===== config.mk =====
export PLATFORM = sky130hd
export DESIGN_NAME = lane_regfile
export DESIGN_NICKNAME = d
export VERILOG_FILES = /design/src/rtl/lane_regfile_pkg.sv /design/src/rtl/lane_merge.sv /design/src/rtl/lane_regfile.sv
export SDC_FILE = /design/constraint.sdc
export NUM_CORES = 1
export LEC_CHECK = 0
export BUFFER_PORTS_ARGS = -buffer_cell sky130_fd_sc_hd__buf_2
export CAP_MARGIN = 20
export CORE_UTILIZATION = 50
export CTS_BUF_LIST = sky130_fd_sc_hd__clkbuf_8
export DETAILED_ROUTE_END_ITERATION = 16
export HOLD_SLACK_MARGIN = 0.08
export PLACE_DENSITY = 0.65
export SLEW_MARGIN = 20
export SYNTH_ARGS = -nofsm -noshare
export SYNTH_HDL_FRONTEND = slang
export SYNTH_SLANG_ARGS = --single-unit

===== constraint.sdc =====
create_clock -name clk -period 3.14 [get_ports clk]
set_clock_uncertainty 0.05 [all_clocks]
set_input_delay 0.628 -clock clk [delete_from_list [all_inputs] [get_ports clk]]
set_output_delay 0.628 -clock clk [all_outputs]
set_load 0.01 [all_outputs]

===== src/rtl/lane_regfile_pkg.sv =====
`default_nettype none
// regfile_pkg: shared index defaults, lane-count helper and configuration checks for lane_regfile.
// Rev 1.0
package regfile_pkg;

  localparam int DEF_ADR_IDX = 4;
  localparam int DEF_CNT_IDX = 7;

  function automatic int lanes(input int width, input int lane_w);
    return width / lane_w;
  endfunction

  function automatic bit cfg_ok(input int width, input int lane_w, input int depth,
                                input int adr_idx, input int cnt_idx);
    return (lane_w > 0) && (width % lane_w == 0) &&
           (depth >= 2) && (depth <= 256) &&
           (adr_idx >= 0) && (adr_idx < depth) &&
           (cnt_idx >= 0) && (cnt_idx < depth) &&
           (adr_idx != cnt_idx);
  endfunction

endpackage
`default_nettype wire


===== src/rtl/lane_merge.sv =====
`default_nettype none
// lane_merge: per-lane select of new data over old data under a lane mask.
// Rev 1.0
module lane_merge
  import regfile_pkg::*;
#(
  parameter  int WIDTH  = 16,
  parameter  int LANE_W = 4,
  localparam int LANES  = lanes(WIDTH, LANE_W)
) (
  input  logic [WIDTH-1:0] old_val,
  input  logic [WIDTH-1:0] new_val,
  input  logic [LANES-1:0] mask,
  output logic [WIDTH-1:0] merged
);

  for (genvar i = 0; i < LANES; i++) begin : g_lane
    assign merged[i*LANE_W +: LANE_W] = mask[i] ? new_val[i*LANE_W +: LANE_W]
                                                : old_val[i*LANE_W +: LANE_W];
  end

endmodule
`default_nettype wire


===== src/rtl/lane_regfile.sv =====
`default_nettype none
// lane_regfile: lane-writable register file with bypass, post-incrementing address pointer and loop counter.
// Rev 1.0
module lane_regfile
  import regfile_pkg::*;
#(
  parameter  int WIDTH    = 16,
  parameter  int DEPTH    = 8,
  parameter  int LANE_W   = 4,
  parameter  int ADR_IDX  = DEF_ADR_IDX,
  parameter  int CNT_IDX  = DEF_CNT_IDX,
  parameter  int ADR_STEP = 1,
  parameter  int BYPASS   = 1,
  localparam int LANES    = lanes(WIDTH, LANE_W),
  localparam int AW       = $clog2(DEPTH)
) (
  input  logic             clk,
  input  logic             rst_n,
  input  logic             wr_en,
  input  logic [AW-1:0]    wr_addr,
  input  logic [WIDTH-1:0] wr_data,
  input  logic [LANES-1:0] wr_lane_mask,
  input  logic [AW-1:0]    rd_addr0,
  input  logic [AW-1:0]    rd_addr1,
  input  logic             rd0_imm,
  input  logic             rd1_zero,
  output logic [WIDTH-1:0] rd_data0,
  output logic [WIDTH-1:0] rd_data1,
  input  logic [AW-1:0]    st_addr,
  output logic [WIDTH-1:0] st_data,
  input  logic             adr_inc,
  input  logic             cnt_dec,
  output logic [WIDTH-1:0] addr_out,
  output logic             cnt_zero
);

  if (!cfg_ok(WIDTH, LANE_W, DEPTH, ADR_IDX, CNT_IDX)) begin : g_cfg_check
    $error("lane_regfile: invalid WIDTH/LANE_W/DEPTH/ADR_IDX/CNT_IDX combination");
  end

  logic [DEPTH-1:0][WIDTH-1:0] regs_q, regs_d;
  logic             wr_in_range;
  logic             wr_commit;
  logic [WIDTH-1:0] wr_old;
  logic [WIDTH-1:0] wr_merged;

  assign wr_in_range = int'(wr_addr) < DEPTH;
  assign wr_old      = wr_in_range ? regs_q[wr_addr] : '0;
  assign wr_commit   = wr_en && wr_in_range && (|wr_lane_mask);

  // Single merge instance feeds both the array update and the bypass path.
  lane_merge #(
    .WIDTH  (WIDTH),
    .LANE_W (LANE_W)
  ) u_merge (
    .old_val (wr_old),
    .new_val (wr_data),
    .mask    (wr_lane_mask),
    .merged  (wr_merged)
  );

  // Explicit writes are applied last so they override inc/dec on the same register.
  always_comb begin
    regs_d = regs_q;
    if (adr_inc) begin
      regs_d[ADR_IDX] = regs_q[ADR_IDX] + WIDTH'(ADR_STEP);
    end
    if (cnt_dec && (regs_q[CNT_IDX] != '0)) begin
      regs_d[CNT_IDX] = regs_q[CNT_IDX] - WIDTH'(1);
    end
    if (wr_commit) begin
      regs_d[wr_addr] = wr_merged;
    end
  end

  always_ff @(posedge clk) begin
    if (!rst_n) begin
      regs_q <= '0;
    end else begin
      regs_q <= regs_d;
    end
  end

  function automatic logic [WIDTH-1:0] read_reg(
    input logic [AW-1:0]                 addr,
    input logic [DEPTH-1:0][WIDTH-1:0]   regs,
    input logic                          wen,
    input logic [AW-1:0]                 waddr,
    input logic [WIDTH-1:0]              merged
  );
    if (int'(addr) >= DEPTH) begin
      return '0;
    end
    if ((BYPASS != 0) && wen && (addr == waddr)) begin
      return merged;
    end
    return regs[addr];
  endfunction

  assign rd_data0 = rd0_imm  ? WIDTH'(rd_addr0)
                             : read_reg(rd_addr0, regs_q, wr_en, wr_addr, wr_merged);
  assign rd_data1 = rd1_zero ? '0
                             : read_reg(rd_addr1, regs_q, wr_en, wr_addr, wr_merged);
  assign st_data  = read_reg(st_addr, regs_q, wr_en, wr_addr, wr_merged);
  assign addr_out = regs_q[ADR_IDX];
  assign cnt_zero = (regs_q[CNT_IDX] == '0);

endmodule
`default_nettype wire


-- Word level (Yosys, flattened, before mapping)
Cells that the tools add are included.
- add/subtract/negate cells: 2
- order comparisons: 5
- equal/unequal tests: 3
- mux-type cells: 29
- reductions and logical operators: 9
- operators by type and width (cell ; count):
    $mux W16 ; 15
    $bmux W16 S3 ; 4
    $bwmux W128 ; 1
    $mux W128 ; 1
    $demux W16 S3 ; 1
    $add A16 B1 Y16 const B ; 1
    $logic_not A16 Y1 ; 1
    $lt A3 B4 Y1 const B ; 4
    $mux W4 ; 4
    $reduce_bool A16 Y1 ; 1
    $sub A16 B1 Y16 const B ; 1
    $eq A3 B3 Y1 ; 3
    $logic_and A1 B1 Y1 ; 6
    $reduce_or A4 Y1 ; 1
    $ge A3 B1 Y1 const B ; 1
    $mux W1 ; 3
- bits in registers: 128
- output and inout bits: 65
- logic and storage cells: 56

-- Depth between registers and ports, before layout
Gate-level depths: netlist of the first run.
- word-level depth: 6
- mapped depth: 9
- gate-level depth less buffers: 8

-- Cells and area by module
From an unflattened synthesis of the first run, not the netlist that was laid out.
- cell total of the unflattened synthesis: 1056
- area total of the unflattened synthesis: 10090.9 um^2
- modules (own cells, without submodules) (module ; instances ; cells an instance ; area each (um^2) ; seq. area each (um^2)):
    lane_regfile ; 1 ; 1040 ; 9910.8 ; 2562.5
    lane_merge ; 1 ; 16 ; 180.2 ; 0.0

-- Worst setup path before layout of the first run
Ideal clock, no wire load.
- path type: input to output
- start point: input rd_addr0[0]
- end point: output rd_data0[0]
- arrival: 2133 ps
- slack: 329 ps
- cell stages on the path: 5
- buffers on the path: 2
- path through: buf_2 -> buf_2 -> mux4_2 -> a2111oi_0 -> a221oi_1
- word-level cells in the longest chain between the ends: 5
- elaborated cells on any way between the ends: 7
- classes of those cells: eq/ne: 1; mux: 5; reduce/logical: 1
- ends and longest elaborated chain (what ; line ; text):
    from (decl) ; lane_regfile.sv:23 ; input logic [AW-1:0] rd_addr0,
    parallel branches: the longest is 4 deep, another holds $bmux W16 S3 ; - ;
    $mux W16 * ; lane_regfile.sv:100 ; assign rd_data0 = rd0_imm ? WIDTH'(rd_addr0)
    to (decl) ; lane_regfile.sv:27 ; output logic [WIDTH-1:0] rd_data0,
Every way passes the cells marked *. The select of a mux whose other input is x is not followed.

-- Final worst setup path of the first run
- start point: input wr_addr[0]
- end point: output rd_data0[2]
- word-level cells in the longest chain between the ends: 6
- elaborated cells on any way between the ends: 9
- classes of those cells: eq/ne: 1; mux: 7; reduce/logical: 1
- ends and longest elaborated chain (what ; line ; text):
    from (decl) ; lane_regfile.sv:20 ; input logic [AW-1:0] wr_addr,
    $bmux W16 S3 ; lane_regfile.sv:48 ; assign wr_old = wr_in_range ? regs_q[wr_addr] : '0;
    $mux W16 (not written as such) ; lane_regfile.sv:48 ;
    $mux W4 ; lane_merge.sv:18 ; assign merged[i*LANE_W +: LANE_W] = mask[i] ? new_val[i*LANE_W +: LANE_W]
    $mux W16 ; lane_regfile.sv:94 ; if ((BYPASS != 0) && wen && (addr == waddr)) begin
    $mux W16 * ; lane_regfile.sv:97 ; return regs[addr];
    $mux W16 * ; lane_regfile.sv:100 ;
Mark *: on every way between the ends. The rest lies on a longest branch, timed or not. The select of a mux whose other input is x is not followed.

==> results of run 1 <==
metrics by stage:
step | std cells | utilization, % | instance area [µm²] | power, mW | setup TNS [ns]
global route | 1374 | 59.06 | 11530 | 5.565 | 0
floorplan | 995 | - | 10000 | 3.172 | 0
detailed placement | 1342 | 56.54 | 11040 | 3.722 | -0.06810
CTS | 1373 | 58.84 | 11490 | 5.300 | 0
global placement | 1342 | 56.54 | 11040 | 3.701 | -0.1726
finish | 1374 | 59.06 | 11530 | 5.360 | 0
cell families (layout without fill, tap and decap cells):
family,Yosys count,after routing,share of synthesized area [%]
compound gates,312,312,23.11
xor+xnor,27,27,2.365
fa+ha+maj,3,3,0.3754
buf+inv,137,250,7.370
flops,128,128,25.63
mux,171,171,29.58
other cells,0,1,0
simple gates,217,217,11.57
routing by layer:
metal / GRT usage [%] / wire (µm) / up-vias
li1: - / - / 4111
met1: 48.61 / 14870 / 4672
met2: 60.81 / 17700 / 578
met3: 6.564 / 3234 / 113
met4: 22.56 / 2138 / 0
met5: 0 / 0 / -
synthesized netlist by cell type (8+ instances only):
cell       number  area share (%)
o21a_1         22             1.7
nor3_1         12            0.60
mux4_2         94              21
a22o_1         46             4.0
buf_4          23             1.7
buf_2          50             2.5
mux2_2         14             1.6
clkbuf_1       34             1.3
nand3_1        18            0.90
o2bb2ai_1      39             3.4
a221oi_1        9            0.79
nor2_1         34             1.3
nand4_1         9            0.56
buf_6           8            0.90
mux2i_1        57             5.7
a211oi_1       41             3.1
nor2b_1        22             1.4
o22ai_1        14            0.88
nand2_1        69             2.6
o21ai_1        28             1.4
dfxtp_1       128              26
a21oi_1        41             2.1
xnor2_1        20             1.8
inv_1          13            0.49
o21ai_0        16            0.80
worst max-delay path: stages:
cell and delay, ns:
buf_2 0.18, buf_4 0.22, mux2_2 0.35, a221oi_1 0.33, o21ai_1 0.12, o21ai_1 0.29
o31ai_1 0.14, buf_2 0.16
final timing paths:
check | startpoint | end | slack (ns) | cells after the start
setup / recovery | wr_addr[0] | rd_data0[2] | 0.03 | 8
hold / removal | flop | flop | 0.45 | 2
setup reg to reg | regs_q[112] | regs_q[121] | 0.88 | 7
hold reg to reg | flop | flop | 0.45 | 2
repair_timing:
item                       CTS  global route
hold buffers                 0             0
gates cloned                 0             0
setup endpoints to repair    5            16
hold endpoints to repair     0             0
resized for setup            3             9
cell type report:
cell class | count | area, µm²
diodes | 1 | 2.502
well taps | 265 | 331.6
flip-flops and latches | 128 | 2564
repair buffers | 204 | 1376
clock buffers | 18 | 247.7
multi-input cells | 730 | 6768
fillers | 1721 | 7994
clock inverters | 13 | 186.4
inverters | 15 | 56.30
power breakdown:
part | leakage [nW] | switching [mW] | internal [mW]
registers | 1.04 | 0.302 | 1.74
logic | 3.27 | 0.956 | 0.770
clock network | 0.219 | 0.707 | 0.886
total | 4.53 | 1.97 | 3.39
==> metrics, run 1 <==
setup slack after placement=-0.02833 ns; clock sinks=128; Chip Width=143.4 µm; Post-CTS Setup Bufs=0; clk root buf=clkbuf_8; worst slew pin tran=1.065 ns; kind of critical path=in2out; Total Nets Final=1,138; CTS max path bufs=2; Pins Over Slew Limit=0; worst skew pair latency=0.45 ns; Die ar.=0.02057 mm²; Layout area overhead=15.33%; antenna violations before repair=1; Post-route DRC=0; Post-Synthesis Cell Area=0.01000 mm²; pwr dens=464.8 mW/mm²; overall routing resource usage=38.14%; CTS tree=yes; I/O pins=104; Yosys warning count=0; Post-DRT Antenna Nets=0; Port Buffers=103; largest net degree at the start of global routing=36; VDD IR max=0.0003548 V; Pre-antenna DRT Iters=5; Vias/cell=6.895; Tcrit/Tclk final=98.95%; total of max-cap violations=0; Synth Net Count=1,037; CP required=2.46 ns; Achievable Freq=0.3219 GHz; hold slack=0.4471 ns; Startpoint Class=primary input; CP max FO=8; register area share after synthesis=25.63%; P_leak=4.528 nW; commonest non-fill, non-tap cell in the layout=dfxtp_1; routed wire length=37,940 µm; Syn Area/Cell=10.05 µm²; commonest cells after routing, fill and taps aside=dfxtp_1, buf_2, mux4_2; Overflow after GRT=0; clock-pin transition on the worst setup and hold timing paths=0.08 ns; FF+latch count, synth=128; gp weighted congestion=1.018; ys flop type=dfxtp_1; Netlist cell types=84; ys async rst share=0%; number of global-route vias before repair=9,059; Synth Instances=995; relative slew slack=28.42%; Routed WL per cell=27.61 µm; via count=9,474; final setup margin=0.03298 ns; unrepaired setup endpoints after global routing=no; CP Capture Type=output port; Period minus WS final=3.107 ns; Die Y=143.4 µm; CTS HTree Levels=4; final hold vios=0; drt initial violations=927; ratio of cells with drive above 1 in the final layout=34.57%; HP Class=reg2reg; Core ar.=0.01953 mm²; CP Data Arrival Time=2.43 ns; HPWL Detailed=28,950 µm; starting density of the core=51.21%; status=complete, no violations; Post-synth EDFFs=0; num rows=51; first-pass GRT wire length=56,500 µm; setup violators final=0; total CTS buffers=17
Note: power is estimated with default switching activity, not from simulation.
==> run 2: changes to the inputs <==
Settings changed: CORE_ASPECT_RATIO from default to 0.8.
==> run 2 against run 1 <==
Utilization rose by 0.48 points. Combinational power about the same. Sequential cell count unchanged. Worst setup slack worse by 0.032 ns. Maximum frequency decreased by 1.0%. First-iteration DRC count increased by 48%. Clock-buffer cell count did not move. Design area down 0.57%. Wire length fell by 0.67%. Critical endpoint is now rd_data0[7]. Largest cell class unchanged.
==> metrics, run 2 (same netlist as run 1, synthesis figures left out) <==
routed wire length=37,680 µm; CP Data Arrival Time=2.46 ns; Pins Over Slew Limit=0; Die Y=128.5 µm; I/O pins=104; setup violators final=0; Port Buffers=103; worst slew pin tran=1.222 ns; clock sinks=128; Post-DRT Antenna Nets=0; Routed WL per cell=27.83 µm; Switch Pwr=1.930 mW; Chip Width=160.1 µm; HPWL Detailed=27,520 µm; num rows=45; clock-pin transition on the worst setup and hold timing paths=0.07 ns; Vias/cell=6.999; first-pass GRT wire length=55,880 µm; Sw Share=37.01%; commonest cells after routing, fill and taps aside=dfxtp_1, buf_2, mux4_2; ratio of cells with drive above 1 in the final layout=33.30%; Tcrit/Tclk final=99.97%; Seq pwr share=39.5%; total CTS buffers=17; Pre-antenna DRT Iters=5; setup slack after placement=-0.05940 ns; Layout Utilization=59.55%; drt initial violations=1,371; Core ar.=0.01926 mm²; P_leak=4.490 nW; number of global-route vias before repair=8,766; clk root buf=clkbuf_8; Startpoint Class=primary input; CTS HTree Levels=4; gp weighted congestion=0.9666; Pint=3.284 mW; starting density of the core=51.93%; Total Nets Final=1,130; Final Total Pwr=5.213 mW; ANT cells=0; Comb power frac=32.7%; Post-route DRC=0; Overflow after GRT=0; pwr dens=454.7 mW/mm²; Placed Area=0.01105 mm²; Period minus WS final=3.139 ns; fillcell total=1,689; relative slew slack=18.45%; VDD IR max=0.0002821 V; overall routing resource usage=36.93%; antenna violations before repair=1; final setup margin=0.0009661 ns; CP Capture Type=output port; HP Class=reg2reg; CP required=2.46 ns; largest net degree at the start of global routing=38; commonest non-fill, non-tap cell in the layout=dfxtp_1; status=complete, no violations; design area=0.01147 mm²; CTS tree=yes; via count=9,476; CTS max path bufs=2; worst skew pair latency=0.47 ns; Die ar.=0.02057 mm²; total of max-cap violations=0; Layout area overhead=14.66%; Achievable Freq=0.3186 GHz; CP max FO=7; Clock Power Share=27.8%; kind of critical path=in2out; final hold vios=0; cts hold-fix bufs=0
[run 2: cell types whose count changed in the layout (fill, tap and decap cells not counted), sizes merged]
cell,delta
buf,-8
clkinv,-2
bufinv,-1
diode,-1
inv,-1
[run 2: stage by stage]
stage / setup TNS (ns) / hold WS (ns) / std cells
floorplan: 0 / 0.4046 / 995
global placement: 0 / 0.4279 / 1326
detailed placement: -0.1191 / 0.4331 / 1326
CTS: 0 / 0.4401 / 1353
global route: -0.001709 / 0.4834 / 1354
finish: 0 / 0.4450 / 1354
[run 2: path summary, 6_finish.rpt]
kind / endpoint / cells after the start / startpoint / slack, ns
max: rd_data0[7] / 8 / wr_addr[0] / 0.001
max reg2reg: regs_q[119] / 7 / regs_q[112] / 0.88
min reg2reg: flop / 2 / flop / 0.44
min: flop / 2 / flop / 0.44
[run 2: final cells by class]
cell class	instances	area (µm²)	area share, %
multi-input cells	730	6750	58.87
flip-flops and latches	128	2564	22.36
repair buffers	196	1404	12.24
well taps	258	322.8	2.815
clock buffers	18	247.7	2.161
clock inverters	9	121.4	1.058
inverters	15	56.30	0.4911
[run 2: power groups by stage]
stage | Clock, mW | Combinational [mW] | Sequential, mW
after floorplan | 0 | 1.30 | 1.88
after global placement | 0 | 1.65 | 2.06
after detailed placement | 0 | 1.65 | 2.06
after CTS | 1.44 | 1.66 | 2.03
after global routing | 1.51 | 1.82 | 2.07
final | 1.45 | 1.71 | 2.06
[run 2: per-layer routing]
metal | global-route usage (%) | vias up | share of wire (%)
met4 | 12.27 | 0 | 2.9
li1 | - | 4094 | -
met5 | 0 | - | 0
met3 | 14.18 | 87 | 14
met2 | 52.20 | 655 | 42
met1 | 51.51 | 4640 | 42
[run 2: timing repair]
item                                    in CTS  in global routing
resized for setup                            2                  7
pin swaps                                    0                  1
buffers inserted                             0                  1
endpoints found under the setup margin       4                 26
[run 2: worst max-delay path, stage by stage]
cell and delay [ns]:
buf_2 0.20, buf_4 0.22, mux2i_1 0.42, nor2_1 0.19
o41ai_4 0.34, buf_4 0.21, a211oi_1 0.07, buf_2 0.17
==> run 3: changes to the inputs <==
Settings changed: ABC_CLOCK_PERIOD_IN_PS from default to 3140, BUFFER_PORTS_ARGS -buffer_cell sky130_fd_sc_hd__buf_2 to -buffer_cell sky130_fd_sc_hd__clkbuf_2, CTS_CLUSTER_DIAMETER from default to 30.
==> run 3 against run 2 <==
Utilization is 0.55 points higher. Clock-buffer cell count stayed put. Worst setup slack better by 0.079 ns. Highest routed layer is now met5. Clock power is 17% higher. Global-route usage is 0.50 points higher. Largest power group unchanged.
==> metrics, run 3 (same netlist as run 1, synthesis figures left out) <==
status=complete, no violations; setup violators final=0; pwr dens=473.9 mW/mm²; CP Data Arrival Time=2.38 ns; drt initial violations=1,446; Startpoint Class=primary input; setup slack after placement=0.06725 ns; design area=0.01157 mm²; routed wire length=38,000 µm; Total Nets Final=1,136; CP required=2.46 ns; CTS max path bufs=2; starting density of the core=51.93%; largest net degree at the start of global routing=38; number of global-route vias before repair=8,956; VDD IR max=0.0003248 V; Port Buffers=103; Post-DRT Antenna Nets=0; worst slew pin tran=1.085 ns; via count=9,605; clock-pin transition on the worst setup and hold timing paths=0.07 ns; CP max FO=14; CP Capture Type=output port; Reg area=0.002562 mm²; Routed WL per cell=27.82 µm; num rows=45; fillcell total=1,667; Core ar.=0.01926 mm²; Vias/cell=7.031; Clock Power Share=31.0%; HPWL Detailed=27,380 µm; antenna violations before repair=1; Chip Width=160.1 µm; Layout Utilization=60.09%; relative slew slack=27.56%; kind of critical path=in2out; Tcrit/Tclk final=97.44%; Die Y=128.5 µm; gp weighted congestion=0.9738; multi-input logic area=0.006744 mm²; Overflow after GRT=0; first-pass GRT wire length=56,900 µm; commonest cells after routing, fill and taps aside=dfxtp_1, clkbuf_2, mux4_2; ratio of cells with drive above 1 in the final layout=33.97%; Period minus WS final=3.060 ns; total CTS buffers=17; Layout area overhead=15.72%; Pins Over Slew Limit=0; cts hold-fix bufs=0; CTS tree=yes; final setup margin=0.08035 ns; Achievable Freq=0.3268 GHz; Pre-antenna DRT Iters=6; CTS HTree Levels=4; final hold vios=0; Switch Pwr=2.005 mW; commonest non-fill, non-tap cell in the layout=dfxtp_1; Final Total Pwr=5.483 mW; P_leak=4.508 nW; overall routing resource usage=37.43%; Sw Share=36.57%; final setup TNS=0 ns; Seq pwr share=37.3%; Die ar.=0.02057 mm²; worst skew pair latency=0.48 ns; Post-route DRC=0; unrepaired setup endpoints after global routing=yes; clock sinks=128; HP Class=reg2reg; Comb power frac=31.6%; total of max-cap violations=0; Placed Area=0.01106 mm²; clk root buf=clkbuf_8; Pint=3.478 mW; I/O pins=104
-- run 3: cell types whose count changed in the layout (fill, tap and decap cells not counted), moves of 2 or more --
cell / previous run / this run
clkbuf_2: 0 / 102
buf_4: 78 / 86
clkinv_4: 0 / 3
bufinv_16: 3 / 5
buf_12: 15 / 13
clkinv_2: 4 / 2
buf_2: 102 / 1
-- run 3: worst max-delay path, stage by stage --
cell and delay [ns]:
clkbuf_2 0.20, buf_12 0.19, mux2i_1 0.34, o32ai_1 0.16, o31ai_1 0.35, buf_4 0.24, a211oi_1 0.10, clkbuf_2 0.16
-- run 3: power by group through the flow --
| stage | Combinational, mW | Clock, mW | Sequential (mW) |
|---|---|---|---|
| after detailed placement | 1.68 | 0 | 2.06 |
| after floorplan | 1.30 | 0 | 1.88 |
| after CTS | 1.69 | 1.70 | 2.02 |
| final | 1.74 | 1.70 | 2.05 |
| after global placement | 1.68 | 0 | 2.05 |
| after global routing | 1.86 | 1.78 | 2.06 |
-- run 3: path summary, 6_finish.rpt --
kind                from      endpoint  slack (ns)  cells after the start
max           wr_addr[1]  rd_data1[15]        0.08                      8
min                 flop          flop        0.45                      2
max reg2reg  regs_q[112]   regs_q[121]        0.88                      7
min reg2reg         flop          flop        0.45                      2
-- run 3: layer usage --
metal | track usage [%] | wire length, µm | vias to the layer above
met5 | 0 | 12 | -
met4 | 11.15 | 956 | 2
met3 | 12.15 | 5622 | 89
met2 | 53.99 | 15800 | 752
met1 | 53.23 | 15620 | 4657
li1 | - | - | 4105
-- run 3: final cells by class --
type | count | area share [%]
clock buffer | 18 | 2.141
sequential | 128 | 22.15
inverter | 15 | 0.4866
timing repair buffer | 202 | 12.28
tap | 258 | 2.790
antenna | 1 | 0.02163
clock inverter | 14 | 1.849
multi-input combinational | 730 | 58.28
-- run 3: per-stage QoR --
stage	std cells	hold slack, ns
floorplan	995	0.4046
global placement	1332	0.4212
detailed placement	1332	0.4377
CTS	1364	0.4471
global route	1365	0.4699
finish	1366	0.4491
-- run 3: repair_timing --
action / in CTS / in global routing
setup buffers: 0 / 1
resized for setup: 0 / 7
endpoints found under the hold margin: 0 / 0
setup endpoints to repair: 0 / 11
